===== src/rtl/riscv_tb_pkg.sv =====
// ---------------------------------------------------------------------------
// riscv_tb_pkg
// Shared types and helpers for the RISC-V run monitor.
//   state_t       : run monitor FSM encoding (HOLD, RUN, CHECK, DONE).
//   XLEN_DEFAULT  : default datapath width of the watched core.
//   flat_slice()  : pulls slice i (width w) out of a flat packed vector.
// ---------------------------------------------------------------------------
package riscv_tb_pkg;

    localparam int XLEN_DEFAULT = 64;

    // Upper bounds for flat_slice(). A flat vector of up to FLAT_MAX bits
    // holding slices of up to SLICE_MAX bits each is supported.
    localparam int SLICE_MAX = 128;
    localparam int FLAT_MAX  = 4096;

    typedef enum logic [1:0] {
        HOLD  = 2'd0,
        RUN   = 2'd1,
        CHECK = 2'd2,
        DONE  = 2'd3
    } state_t;

    // With constant i and w this reduces to plain wiring.
    function automatic logic [SLICE_MAX-1:0] flat_slice(
        input logic [FLAT_MAX-1:0] flat,
        input int unsigned         i,
        input int unsigned         w
    );
        logic [FLAT_MAX-1:0]  shifted;
        logic [SLICE_MAX-1:0] keep;
        shifted = flat >> (i * w);
        // For w == SLICE_MAX the shift wraps to 0 and the subtract gives all ones.
        keep    = (SLICE_MAX'(1) << w) - SLICE_MAX'(1);
        return shifted[SLICE_MAX-1:0] & keep;
    endfunction

endpackage


===== src/rtl/riscv_run_monitor_if.sv =====
// ---------------------------------------------------------------------------
// riscv_run_monitor_if
// Bundles the signals between a RISC-V core (plus its expected-value source)
// and the run monitor.
//   master : drives pc_out, val_flat, exp_flat, chk_mask; observes status.
//   slave  : the monitor; drives core_reset, done, pass, fail, timeout,
//            cycle_count, mismatch_idx and dbg_state.
// Handshake: there is no valid/ready pair here. Inputs are sampled every
// rising edge; status outputs are level signals that are sticky once done=1.
// ---------------------------------------------------------------------------
interface riscv_run_monitor_if #(
    parameter int XLEN   = 64,
    parameter int N_VALS = 4,
    parameter int CNT_W  = 32,
    parameter int IDX_W  = 2
);
    import riscv_tb_pkg::*;

    logic [XLEN-1:0]        pc_out;
    logic [N_VALS*XLEN-1:0] val_flat;
    logic [N_VALS*XLEN-1:0] exp_flat;
    logic [N_VALS-1:0]      chk_mask;

    logic                   core_reset;
    logic                   done;
    logic                   pass;
    logic                   fail;
    logic                   timeout;
    logic [CNT_W-1:0]       cycle_count;
    logic [IDX_W-1:0]       mismatch_idx;
    state_t                 dbg_state;

    modport master (
        output pc_out, val_flat, exp_flat, chk_mask,
        input  core_reset, done, pass, fail, timeout, cycle_count,
               mismatch_idx, dbg_state
    );

    modport slave (
        input  pc_out, val_flat, exp_flat, chk_mask,
        output core_reset, done, pass, fail, timeout, cycle_count,
               mismatch_idx, dbg_state
    );

endinterface


===== src/rtl/riscv_halt_detector.sv =====
// ---------------------------------------------------------------------------
// riscv_halt_detector
// Declares a halt once the PC has stayed unchanged for HALT_STABLE
// consecutive samples while enabled.
// Ports:
//   clk, reset : clock, synchronous active-high reset
//   enable     : 1 while the core runs; 0 clears stable_cnt and loads last_pc
//   pc_out     : current core PC
//   halted     : combinational, high in the cycle the halt condition is met
// ---------------------------------------------------------------------------
module riscv_halt_detector #(
    parameter int XLEN        = 64,
    parameter int HALT_STABLE = 4
) (
    input  logic            clk,
    input  logic            reset,
    input  logic            enable,
    input  logic [XLEN-1:0] pc_out,
    output logic            halted
);

    // One extra bit so the counter can hold HALT_STABLE itself.
    localparam int STB_W = $clog2(HALT_STABLE) + 1;
    localparam logic [STB_W-1:0] STB_LAST = STB_W'(HALT_STABLE - 1);

    logic [XLEN-1:0]  last_pc_q,    last_pc_d;
    logic [STB_W-1:0] stable_cnt_q, stable_cnt_d;
    logic             pc_same;

    always_comb begin
        pc_same      = (pc_out == last_pc_q);
        last_pc_d    = pc_out;
        stable_cnt_d = '0;
        halted       = 1'b0;
        if (enable) begin
            if (pc_same) begin
                stable_cnt_d = stable_cnt_q + 1'b1;
            end
            halted = pc_same && (stable_cnt_q == STB_LAST);
        end
    end

    always_ff @(posedge clk) begin
        if (reset) begin
            last_pc_q    <= '0;
            stable_cnt_q <= '0;
        end else begin
            last_pc_q    <= last_pc_d;
            stable_cnt_q <= stable_cnt_d;
        end
    end

endmodule


===== src/rtl/riscv_run_monitor.sv =====
// ---------------------------------------------------------------------------
// riscv_run_monitor
// Run controller and result checker for a RISC-V core: holds the core in
// reset for RESET_CYCLES cycles, lets it run until the PC self-loops (halt)
// or MAX_CYCLES elapse (timeout), then compares N_VALS watched values with
// their expected values one per cycle and reports pass or fail.
// Ports:
//   clk, reset : clock, synchronous active-high reset
//   bus        : riscv_run_monitor_if.slave
//                in : pc_out, val_flat, exp_flat, chk_mask
//                out: core_reset, done, pass, fail, timeout, cycle_count,
//                     mismatch_idx, dbg_state (current FSM state)
// ---------------------------------------------------------------------------
module riscv_run_monitor
    import riscv_tb_pkg::*;
#(
    parameter int XLEN         = XLEN_DEFAULT,
    parameter int N_VALS       = 4,
    parameter int RESET_CYCLES = 3,
    parameter int HALT_STABLE  = 4,
    parameter int MAX_CYCLES   = 1024,
    parameter int CNT_W        = 32,
    parameter int IDX_W        = 2
) (
    input logic               clk,
    input logic               reset,
    riscv_run_monitor_if.slave bus
);

    localparam int HOLD_W = $clog2(RESET_CYCLES) + 1;
    localparam logic [HOLD_W-1:0] HOLD_LAST = HOLD_W'(RESET_CYCLES - 1);
    localparam logic [CNT_W-1:0]  CNT_LAST  = CNT_W'(MAX_CYCLES - 1);
    localparam logic [IDX_W-1:0]  IDX_LAST  = IDX_W'(N_VALS - 1);

    state_t            state_q,        state_d;
    logic [HOLD_W-1:0] hold_cnt_q,     hold_cnt_d;
    logic [CNT_W-1:0]  cycle_count_q,  cycle_count_d;
    logic [IDX_W-1:0]  chk_idx_q,      chk_idx_d;
    logic [IDX_W-1:0]  mismatch_idx_q, mismatch_idx_d;
    logic              done_q,         done_d;
    logic              pass_q,         pass_d;
    logic              fail_q,         fail_d;
    logic              timeout_q,      timeout_d;

    logic              core_reset;
    logic              run_en;
    logic              halted;
    logic [N_VALS-1:0] slot_ok;

    riscv_halt_detector #(
        .XLEN        (XLEN),
        .HALT_STABLE (HALT_STABLE)
    ) u_halt (
        .clk    (clk),
        .reset  (reset),
        .enable (run_en),
        .pc_out (bus.pc_out),
        .halted (halted)
    );

    // Every slot is compared in parallel; CHECK just walks the result vector
    // so the first mismatch is reported in index order. A masked slot always
    // counts as a match.
    for (genvar gi = 0; gi < N_VALS; gi++) begin : g_cmp
        logic [XLEN-1:0] val_i;
        logic [XLEN-1:0] exp_i;
        assign val_i       = XLEN'(flat_slice(FLAT_MAX'(bus.val_flat), gi, XLEN));
        assign exp_i       = XLEN'(flat_slice(FLAT_MAX'(bus.exp_flat), gi, XLEN));
        assign slot_ok[gi] = !bus.chk_mask[gi] || (val_i == exp_i);
    end

    always_comb begin
        state_d        = state_q;
        hold_cnt_d     = hold_cnt_q;
        cycle_count_d  = cycle_count_q;
        chk_idx_d      = chk_idx_q;
        mismatch_idx_d = mismatch_idx_q;
        done_d         = done_q;
        pass_d         = pass_q;
        fail_d         = fail_q;
        timeout_d      = timeout_q;
        core_reset     = 1'b0;
        run_en         = 1'b0;

        case (state_q)
            HOLD: begin
                core_reset = 1'b1;
                hold_cnt_d = hold_cnt_q + 1'b1;
                if (hold_cnt_q == HOLD_LAST) begin
                    state_d = RUN;
                end
            end
            RUN: begin
                run_en = 1'b1;
                // Halt is tested first so it wins over a simultaneous timeout.
                // cycle_count only advances while the run continues, so it
                // ends at the index of the last RUN cycle.
                if (halted) begin
                    state_d   = CHECK;
                    chk_idx_d = '0;
                end else if (cycle_count_q == CNT_LAST) begin
                    state_d   = DONE;
                    done_d    = 1'b1;
                    fail_d    = 1'b1;
                    timeout_d = 1'b1;
                    pass_d    = 1'b0;
                end else begin
                    cycle_count_d = cycle_count_q + 1'b1;
                end
            end
            CHECK: begin
                if (!slot_ok[chk_idx_q]) begin
                    mismatch_idx_d = chk_idx_q;
                    fail_d         = 1'b1;
                    done_d         = 1'b1;
                    state_d        = DONE;
                end else if (chk_idx_q == IDX_LAST) begin
                    pass_d  = 1'b1;
                    done_d  = 1'b1;
                    state_d = DONE;
                end else begin
                    chk_idx_d = chk_idx_q + 1'b1;
                end
            end
            DONE: begin
                // Everything holds until reset.
            end
            default: begin
                state_d = HOLD;
            end
        endcase
    end

    always_ff @(posedge clk) begin
        if (reset) begin
            state_q        <= HOLD;
            hold_cnt_q     <= '0;
            cycle_count_q  <= '0;
            chk_idx_q      <= '0;
            mismatch_idx_q <= '0;
            done_q         <= 1'b0;
            pass_q         <= 1'b0;
            fail_q         <= 1'b0;
            timeout_q      <= 1'b0;
        end else begin
            state_q        <= state_d;
            hold_cnt_q     <= hold_cnt_d;
            cycle_count_q  <= cycle_count_d;
            chk_idx_q      <= chk_idx_d;
            mismatch_idx_q <= mismatch_idx_d;
            done_q         <= done_d;
            pass_q         <= pass_d;
            fail_q         <= fail_d;
            timeout_q      <= timeout_d;
        end
    end

    assign bus.core_reset   = core_reset;
    assign bus.done         = done_q;
    assign bus.pass         = pass_q;
    assign bus.fail         = fail_q;
    assign bus.timeout      = timeout_q;
    assign bus.cycle_count  = cycle_count_q;
    assign bus.mismatch_idx = mismatch_idx_q;
    assign bus.dbg_state    = state_q;

endmodule


===== src/flat_wrapper.sv =====
// flat-port wrapper written by rule: the top's interface ports become plain ports
module riscv_run_monitor_flat import riscv_tb_pkg::*;
#(
    parameter int XLEN         = XLEN_DEFAULT,
    parameter int N_VALS       = 4,
    parameter int RESET_CYCLES = 3,
    parameter int HALT_STABLE  = 4,
    parameter int MAX_CYCLES   = 1024,
    parameter int CNT_W        = 32,
    parameter int IDX_W        = 2
)
  (clk, reset, bus_pc_out, bus_val_flat, bus_exp_flat, bus_chk_mask, bus_core_reset, bus_done, bus_pass, bus_fail, bus_timeout, bus_cycle_count, bus_mismatch_idx, bus_dbg_state);
  riscv_run_monitor_if #(.XLEN(XLEN), .N_VALS(N_VALS), .CNT_W(CNT_W), .IDX_W(IDX_W)) bus_i ();
  input logic clk;
  input logic reset;
  input wire logic [$bits(bus_i.pc_out)-1:0] bus_pc_out;
  input wire logic [$bits(bus_i.val_flat)-1:0] bus_val_flat;
  input wire logic [$bits(bus_i.exp_flat)-1:0] bus_exp_flat;
  input wire logic [$bits(bus_i.chk_mask)-1:0] bus_chk_mask;
  output wire logic [$bits(bus_i.core_reset)-1:0] bus_core_reset;
  output wire logic [$bits(bus_i.done)-1:0] bus_done;
  output wire logic [$bits(bus_i.pass)-1:0] bus_pass;
  output wire logic [$bits(bus_i.fail)-1:0] bus_fail;
  output wire logic [$bits(bus_i.timeout)-1:0] bus_timeout;
  output wire logic [$bits(bus_i.cycle_count)-1:0] bus_cycle_count;
  output wire logic [$bits(bus_i.mismatch_idx)-1:0] bus_mismatch_idx;
  output wire logic [$bits(bus_i.dbg_state)-1:0] bus_dbg_state;
  assign bus_i.pc_out = bus_pc_out;
  assign bus_i.val_flat = bus_val_flat;
  assign bus_i.exp_flat = bus_exp_flat;
  assign bus_i.chk_mask = bus_chk_mask;
  assign bus_core_reset = bus_i.core_reset;
  assign bus_done = bus_i.done;
  assign bus_pass = bus_i.pass;
  assign bus_fail = bus_i.fail;
  assign bus_timeout = bus_i.timeout;
  assign bus_cycle_count = bus_i.cycle_count;
  assign bus_mismatch_idx = bus_i.mismatch_idx;
  assign bus_dbg_state = bus_i.dbg_state;
  riscv_run_monitor #(.XLEN(XLEN), .N_VALS(N_VALS), .RESET_CYCLES(RESET_CYCLES), .HALT_STABLE(HALT_STABLE), .MAX_CYCLES(MAX_CYCLES), .CNT_W(CNT_W), .IDX_W(IDX_W)) u_core (.clk(clk), .reset(reset), .bus(bus_i));
endmodule

===== config.mk =====
export PLATFORM = sky130hd
export DESIGN_NAME = riscv_run_monitor_flat
export DESIGN_NICKNAME = d
export VERILOG_FILES = /design/src/rtl/riscv_tb_pkg.sv /design/src/rtl/riscv_run_monitor_if.sv /design/src/rtl/riscv_halt_detector.sv /design/src/rtl/riscv_run_monitor.sv /design/src/flat_wrapper.sv
export SDC_FILE = /design/constraint.sdc
export NUM_CORES = 1
export LEC_CHECK = 0
export ABC_AREA = 1
export CAP_MARGIN = 20
export CORE_AREA = 5 5 242 244
export CTS_CLUSTER_DIAMETER = 120
export DETAILED_ROUTE_END_ITERATION = 12
export DIE_AREA = 0 0 247 249
export SLEW_MARGIN = 15
export SYNTH_ARGS = -nofsm -noshare
export SYNTH_HDL_FRONTEND = slang
export SYNTH_HIERARCHICAL = 1
export SYNTH_SLANG_ARGS = --single-unit
export TNS_END_PERCENT = 5

===== constraint.sdc =====
create_clock -name clk -period 2.47 [get_ports clk]
set_input_delay 0.494 -clock clk [delete_from_list [all_inputs] [get_ports clk]]
set_output_delay 0.494 -clock clk [all_outputs]
set_load 0.1 [all_outputs]

==> tab_implementation.tex, run 1 <==
\begin{tabular}{lr}
\hline
Metric & Value \\
\hline
\multicolumn{2}{l}{\textbf{Status}} \\
Outcome & completed \\
\multicolumn{2}{l}{\textbf{Detailed routing}} \\
Violation count after the first detailed-route iteration & around 590 \\
Remaining routing DRC violations & 0 \\
Post-detailed-route wirelength per cell & 16.5 um \\
First-pass detailed-route iteration total & 5 \\
DR vias/cell & between 3 and 4 \\
Antenna Nets Post-Route & 0 \\
Via count & around 12000 \\
Total wire length after detailed routing & between 50000 and 60000 um \\
\multicolumn{2}{l}{\textbf{STA}} \\
Min Clock Period, post-route & $\sim$2.3 ns \\
Max Clk Rate & $\sim$430 MHz \\
Max-Slew Margin vs Limit & 0.555 \\
Summed negative setup slack over all endpoints & 0 ns \\
Largest clock skew in the final design & 0.0173 ns \\
Final setup violating endpoints & 0 \\
Final period util & 0.951 \\
Count of pins over their slew limit & 0 \\
Worst Max-Slew Pin Slew & 0.667 ns \\
Fin. Hold Viols & 0 \\
RSZ-0062 raised after global routing & yes \\
\multicolumn{2}{l}{\textbf{Critical path}} \\
Endpoint type of the worst setup path & flip-flop \\
Worst endpoint data arrival time & 2.63 ns \\
Required time at the worst-slack endpoint & approximately 2.8 ns \\
Critical path fanouts, max & 6 \\
Setup crit start kind & flip-flop \\
Worst setup path category & flip-flop to flip-flop \\
\multicolumn{2}{l}{\textbf{Synthesis}} \\
Async set-or-reset flop fraction in the synthesized netlist & 0 \\
Sequential-to-total area share from yosys stat & 0.230 \\
Count of flip-flops with a built-in enable after synthesis & 0 \\
Post-synthesis net count & 2390 \\
Mapped cell area & approximately 9800 um2 \\
Top\_reg\_cell synth & dfxtp\_1 \\
Number of distinct library cell variants in the gate-level netlist after synthesis & 33 \\
Synthesized instance count & approximately 1800 \\
Register bit count reported by yosys & 112 \\
Synth Area per Inst & 5.42 um2 \\
Warnings from Yosys & 6 \\
\multicolumn{2}{l}{\textbf{Place}} \\
Post-DP HPWL & approximately 48000 um \\
Placer congestion estimate & slightly below 1 \\
\# port buffers & 622 \\
\multicolumn{2}{l}{\textbf{Job}} \\
Number of max-cap violations & 0 \\
\multicolumn{2}{l}{\textbf{Die}} \\
IO Pins & between 600 and 700 \\
Die Y & about 250 um \\
Effective utilization at floorplan & 0.174 \\
Area enclosed by the die boundary & about 62000 um2 \\
Area of the placeable core & around 56000 um2 \\
Site Rows & 87 \\
Die width & between 200 and 250 um \\
\multicolumn{2}{l}{\textbf{Clock tree}} \\
Max clock buf depth & 2 \\
Sinks on the clock net & 112 \\
Number of clock buffers inserted by TritonCTS & 9 \\
Register clock-pin slew on the reported worst setup and hold paths & 0.09 ns \\
CTS tree & yes \\
Hold buffer count at cts & 0 \\
Clock latency of the later-clocked register in the worst-skew pair & between 0.3 and 0.4 ns \\
Max H-tree Level & 3 \\
CTS Root Buffer Type & clkbuf\_16 \\
\multicolumn{2}{l}{\textbf{Final layout}} \\
Commonest non-fill, non-tap cell in the layout & nand2\_1 \\
Top library cells by usage in the layout, fill and taps aside & nand2\_1 (574), clkdlybuf4s50\_1 (550), nor2\_1 (413) \\
Synthesis-to-layout area growth & 81.5\% \\
Share of cells above drive strength 1 & 0.0772 \\
Layout net count & just over 3000 \\
\multicolumn{2}{l}{\textbf{Pwr}} \\
Lkg Pwr & between 8 and 9 nW \\
Total power per unit cell area & 378 nW/um2 \\
Maximum vdd ir drop & 0.308 mV \\
Post-layout power & 6.70 mW \\
\multicolumn{2}{l}{\textbf{Global route}} \\
Wire length of the first global-routing pass & $\sim$73000 um \\
Vias in the first global route & between 10000 and 15000 \\
Overall Global Routing Usage & 0.160 \\
Congestion Overflow GR & 0 \\
Initial antenna violation count & 38 \\
Maximum number of pins on one net before global-route repair & 59 \\
\multicolumn{2}{l}{\textbf{Hold path}} \\
Hold crit path type & input pin to flip-flop \\
\hline
\end{tabular}
Yosys cell counts (2+ instances only):
cell type  count  area [um2]
a31oi_1        3        18.8
nor2_1       433        1630
nor4_1        12        75.1
nand3_1       14        70.1
ha_1          10         125
buf_2          2        10.0
inv_2         13        48.8
nand2_1      587        2200
a21oi_1       40         200
o21ai_1        7        35.0
o21a_1         2        15.0
nand4_1       11        68.8
nor3_1        17        85.1
xor2_1       142        1240
buf_4          2        15.0
clkbuf_1      11        41.3
nand4_2        2        25.0
o22ai_1        4        25.0
xnor2_1       15         131
o21ai_0       23         115
nor2_2         4        25.0
dfxtp_1      112        2240
inv_1        322        1210
what timing repair did:
item,4_1_cts,5_1_grt
pin swaps,0,48
setup buffers,0,3
resized for setup,4,92
setup endpoints to repair,18,40
per-layer routing:
layer,part of all wire,up-vias,track usage
met4,0.016,38,0.0311
li1,-,6602,-
met3,0.11,84,0.0724
met1,0.39,5128,0.177
met2,0.48,417,0.284
met5,0.0047,-,0
through the flow:
step	hold WS (ns)	worst slack [ns]	cells	util	cell area, um2
after floorplan	0.398	0.0333	1798	-	9760
after global placement	0.410	-0.458	3199	0.305	17100
after detailed placement	0.421	-0.495	3199	0.305	17100
after CTS	0.432	0.00630	3215	0.311	17400
after global routing	0.362	-0.0279	3222	0.315	17700
final	0.362	0.121	3230	0.316	17700
cell type report:
type,count,area (um2)
Sequential cell,112,2250
Clock buffer,9,225
Timing Repair Buffer,664,6560
Fill cell,6152,38400
Multi-Input combinational cell,1334,6310
Antenna cell,12,30.0
Clock inverter,7,105
Tap cell,756,946
Inverter,336,1270
worst max-delay path: stages (launching register included):
cell	delay, ns
dfxtp_2	0.39
ha_1	0.19
inv_1	0.13
nor4_4	0.42
inv_2	0.14
nor2_2	0.14
nand4_2	0.20
nand2_4	0.21
inv_8	0.06
nor2_4	0.12
nand2_2	0.06
nand2_1	0.05
nand2_1	0.04
nor2_1	0.12
where the power goes:
group | switching [mW] | total (mW) | internal [mW] | leakage, nW
clock | 0.779 | 1.61 | 0.834 | 0.162
sequential | 0.0792 | 2.01 | 1.93 | 0.925
combinational | 1.56 | 3.07 | 1.52 | 7.67
flip-flops by register name, indices dropped and copies added, names as in the netlist:
| signal | cells |
|---|---|
| u_core/bus.cycle_count | 32 |
| u_core/bus.dbg_state | 2 |
| u_core/bus.done | 1 |
| u_core/bus.fail | 1 |
| u_core/bus.mismatch_idx | 2 |
| u_core/bus.pass | 1 |
| u_core/bus.timeout | 1 |
| u_core/chk_idx_q | 2 |
| u_core/hold_cnt_q | 3 |
| u_core/u_halt/last_pc_q | 64 |
| u_core/u_halt/stable_cnt_q | 3 |
worst paths after layout:
path                                               startpoint  depth (start not counted)  slack [ns]                            end
worst max register to register      u_core/bus.cycle_count[0]                         13        0.12        u_core/bus.dbg_state[0]
worst min register to register  u_core/u_halt/stable_cnt_q[0]                          1        0.43  u_core/u_halt/stable_cnt_q[0]
worst min-delay path                           bus_pc_out[62]                          3        0.36    u_core/u_halt/last_pc_q[62]
worst max-delay path                u_core/bus.cycle_count[0]                         13        0.12        u_core/bus.dbg_state[0]
cells by family after synthesis:
group / share of synthesized area
buf+inv: 0.138
flops: 0.230
fa+ha+maj: 0.0128
xor+xnor: 0.141
compound gates: 0.0427
simple gates: 0.436
(Power assumes the default switching activity.)
==> inputs of run 2 (changes only) <==
--- a/config.mk
+++ b/config.mk
@@ -16,4 +16,3 @@
 export SYNTH_HDL_FRONTEND = slang
 export SYNTH_HIERARCHICAL = 1
 export SYNTH_SLANG_ARGS = --single-unit
-export TNS_END_PERCENT = 5
==> run 2 against run 1 <==
Clock skew about the same. Routed wire length about the same. Via count is essentially flat. First-iteration DRC count is 0.34% higher. Clock power about the same. Non-clock buffer count is the same. Combinational power hardly changed. Sequential power about the same. Worst hold slack better by 0.0015 ns.
==> tab_implementation.tex, run 2 (synthesized netlist as in run 1, its figures left out) <==
\begin{tabular}{lr}
\hline
Metric & Value \\
\hline
\multicolumn{2}{l}{\textbf{Status}} \\
Outcome & completed \\
\multicolumn{2}{l}{\textbf{Detailed routing}} \\
Antenna Nets Post-Route & 0 (unchanged) \\
Via count & 12267 (-0.016\%) \\
DR vias/cell & 3.80 (about the same) \\
First-pass detailed-route iteration total & 5 (unchanged) \\
Violation count after the first detailed-route iteration & 591 (+0.34\%) \\
Total wire length after detailed routing & 53300 um (about the same) \\
Remaining routing DRC violations & 0 (unchanged) \\
Post-detailed-route wirelength per cell & 16.5 um (about the same) \\
\multicolumn{2}{l}{\textbf{Clock tree}} \\
Number of clock buffers inserted by TritonCTS & 9 (unchanged) \\
CTS Root Buffer Type & clkbuf\_16 \\
Max H-tree Level & 3 (unchanged) \\
Register clock-pin slew on the reported worst setup and hold paths & 0.09 ns (about the same) \\
Max clock buf depth & 2 (unchanged) \\
CTS tree & yes \\
Hold buffer count at cts & 0 (unchanged) \\
Sinks on the clock net & 112 (unchanged) \\
Clock latency of the later-clocked register in the worst-skew pair & 0.36 ns (about the same) \\
\multicolumn{2}{l}{\textbf{Die}} \\
Area enclosed by the die boundary & 61500 um2 (unchanged) \\
Area of the placeable core & 56100 um2 (unchanged) \\
Effective utilization at floorplan & 0.174 (unchanged) \\
IO Pins & 623 (unchanged) \\
Die width & 247 um (unchanged) \\
Site Rows & 87 (unchanged) \\
Die Y & 249 um (unchanged) \\
\multicolumn{2}{l}{\textbf{Global route}} \\
Wire length of the first global-routing pass & 72800 um (unchanged) \\
Vias in the first global route & 11221 (unchanged) \\
Initial antenna violation count & 38 (unchanged) \\
Overall Global Routing Usage & 0.160 (unchanged) \\
Congestion Overflow GR & 0 (unchanged) \\
Maximum number of pins on one net before global-route repair & 59 (unchanged) \\
\multicolumn{2}{l}{\textbf{STA}} \\
Worst Max-Slew Pin Slew & 0.671 ns (+0.00413 ns) \\
Final setup violating endpoints & 0 (unchanged) \\
Largest clock skew in the final design & 0.0172 ns (-0.0000690 ns) \\
RSZ-0062 raised after global routing & yes \\
Max Clk Rate & 424 MHz (-0.41\%) \\
Fin. Hold Viols & 0 (unchanged) \\
Min Clock Period, post-route & 2.36 ns (+0.00956 ns) \\
Worst hold slack across all endpoints & 0.364 ns (+0.00146 ns) \\
Final period util & 0.955 (+0.00387) \\
Count of pins over their slew limit & 0 (unchanged) \\
Max-Slew Margin vs Limit & 0.553 (-0.00275) \\
\multicolumn{2}{l}{\textbf{Place}} \\
Post-DP HPWL & 47800 um (unchanged) \\
Placer congestion estimate & 0.972 (unchanged) \\
Placed cell count & 3199 (unchanged) \\
\# port buffers & 622 (unchanged) \\
Area post-placement & 17100 um2 (unchanged) \\
\multicolumn{2}{l}{\textbf{Pwr}} \\
Switching power & 2.42 mW (+0.14\%) \\
Reg power frac & 0.300 (about the same) \\
Maximum vdd ir drop & 0.309 mV (+0.27\%) \\
Combinational fraction of design power & 0.459 (about the same) \\
Total power per unit cell area & 378 nW/um2 (about the same) \\
Sw Share & 0.361 (about the same) \\
Cell-internal power & 4.28 mW (about the same) \\
Lkg Pwr & 8.76 nW (+0.11\%) \\
Proportion of power drawn by the clock network & 0.241 (about the same) \\
Post-layout power & 6.70 mW (about the same) \\
\multicolumn{2}{l}{\textbf{Final layout}} \\
Final standard cell utilization of the core & 0.316 (about the same) \\
Max FFs per register & 64 (unchanged) \\
FILL cells & 6152 (unchanged) \\
Commonest non-fill, non-tap cell in the layout & nand2\_1 \\
Synthesis-to-layout area growth & 81.6\% (about the same) \\
Summed area of non-filler cells in the final layout & 17700 um2 (about the same) \\
Top library cells by usage in the layout, fill and taps aside & nand2\_1 (574), clkdlybuf4s50\_1 (549), nor2\_1 (413) \\
Share of cells above drive strength 1 & 0.0776 (+0.000406) \\
Fin cells & 3230 (unchanged) \\
Most flops, register & u\_core/u\_halt/last\_pc\_q \\
Layout net count & 3049 (unchanged) \\
\multicolumn{2}{l}{\textbf{Critical path}} \\
CP max stage delay & 0.42 ns (about the same) \\
Critical path, cell by cell & ha\_1 -> inv\_1 -> nor4\_4 -> inv\_2 -> nor2\_2 -> nand4\_2 -> nand2\_4 -> inv\_8 -> nor2\_4 -> nand2\_2 -> nand2\_1 -> nand2\_1 -> nor2\_1 \\
Setup crit start kind & flip-flop \\
Endpoint type of the worst setup path & flip-flop \\
Critical path fanouts, max & 6 (unchanged) \\
Standard cell with the maximum stage delay on the critical path & nor4\_4 \\
Required time at the worst-slack endpoint & 2.75 ns (about the same) \\
Cell occurring most often along the worst timing path & nand2\_1 \\
Worst endpoint data arrival time & 2.64 ns (about the same) \\
Worst setup path category & flip-flop to flip-flop \\
\multicolumn{2}{l}{\textbf{Job}} \\
Number of max-cap violations & 0 (unchanged) \\
\multicolumn{2}{l}{\textbf{Hold path}} \\
Hold crit path type & input pin to flip-flop \\
\hline
\end{tabular}
-- run 2: area by class of cell --
cell class,instances,area [um2],share of cell area
diodes,12,30.0,0.00170
clock buffers,9,225,0.0127
clock inverters,7,105,0.00594
inverters,336,1270,0.0717
multi-input cells,1334,6310,0.357
flip-flops and latches,112,2250,0.127
well taps,756,946,0.0534
repair buffers,664,6560,0.371
-- run 2: worst paths after layout --
kind / slack [ns] / start / cells after the start / to
setup / recovery: 0.11 / u_core/bus.cycle_count[0] / 13 / u_core/bus.dbg_state[0]
hold / removal: 0.36 / bus_pc_out[62] / 3 / u_core/u_halt/last_pc_q[62]
setup reg to reg: 0.11 / u_core/bus.cycle_count[0] / 13 / u_core/bus.dbg_state[0]
hold reg to reg: 0.43 / u_core/u_halt/stable_cnt_q[0] / 1 / u_core/u_halt/stable_cnt_q[0]
-- run 2: critical path, delay by kind of cell, from the launching register on --
family	cells	cell delay (ns)
adders and majority gates	1	0.19
and+or+nand+nor	9	1.36
DFF	1	0.39
buffers and inverters	3	0.34
-- run 2: repair_timing --
action,CTS,global route
buffers inserted,0,3
gates resized for setup,4,94
endpoints found under the setup margin,18,40
pin swaps,0,48
-- run 2: metal layers --
layer,GRT usage,up-vias,share of wire
li1,-,6600,-
met1,0.177,5125,0.39
met2,0.284,413,0.48
met3,0.0724,91,0.11
met4,0.0311,38,0.016
met5,0,-,0.0047
-- run 2: per-stage QoR --
stage	worst slack [ns]	setup TNS, ns
3_5_place_dp	-0.495	-15.70
4_1_cts	0.00630	0
6_report	0.111	0
2_1_floorplan	0.0333	0
5_1_grt	-0.0275	-0.0602
3_3_place_gp	-0.458	-14.08
-- run 2: power by group through the flow --
stage                     registers, mW  logic (mW)  clock network (mW)
after floorplan                    2.34        1.10                   0
after global placement             2.05        3.00                   0
after detailed placement           2.05        3.02                   0
after CTS                          2.01        3.04                1.68
after global routing               2.03        3.35                1.75
final                              2.01        3.08                1.61
==> inputs of run 3 (changes only) <==
--- a/config.mk
+++ b/config.mk
@@ -11,7 +11,8 @@
 export CTS_CLUSTER_DIAMETER = 120
 export DETAILED_ROUTE_END_ITERATION = 12
 export DIE_AREA = 0 0 247 249
-export SLEW_MARGIN = 15
+export RECOVER_POWER = 25
+export SLEW_MARGIN = 20
 export SYNTH_ARGS = -nofsm -noshare
 export SYNTH_HDL_FRONTEND = slang
 export SYNTH_HIERARCHICAL = 1
==> results of run 3 <==
The final DEF is identical to that of run 2; final timing and power are the same.
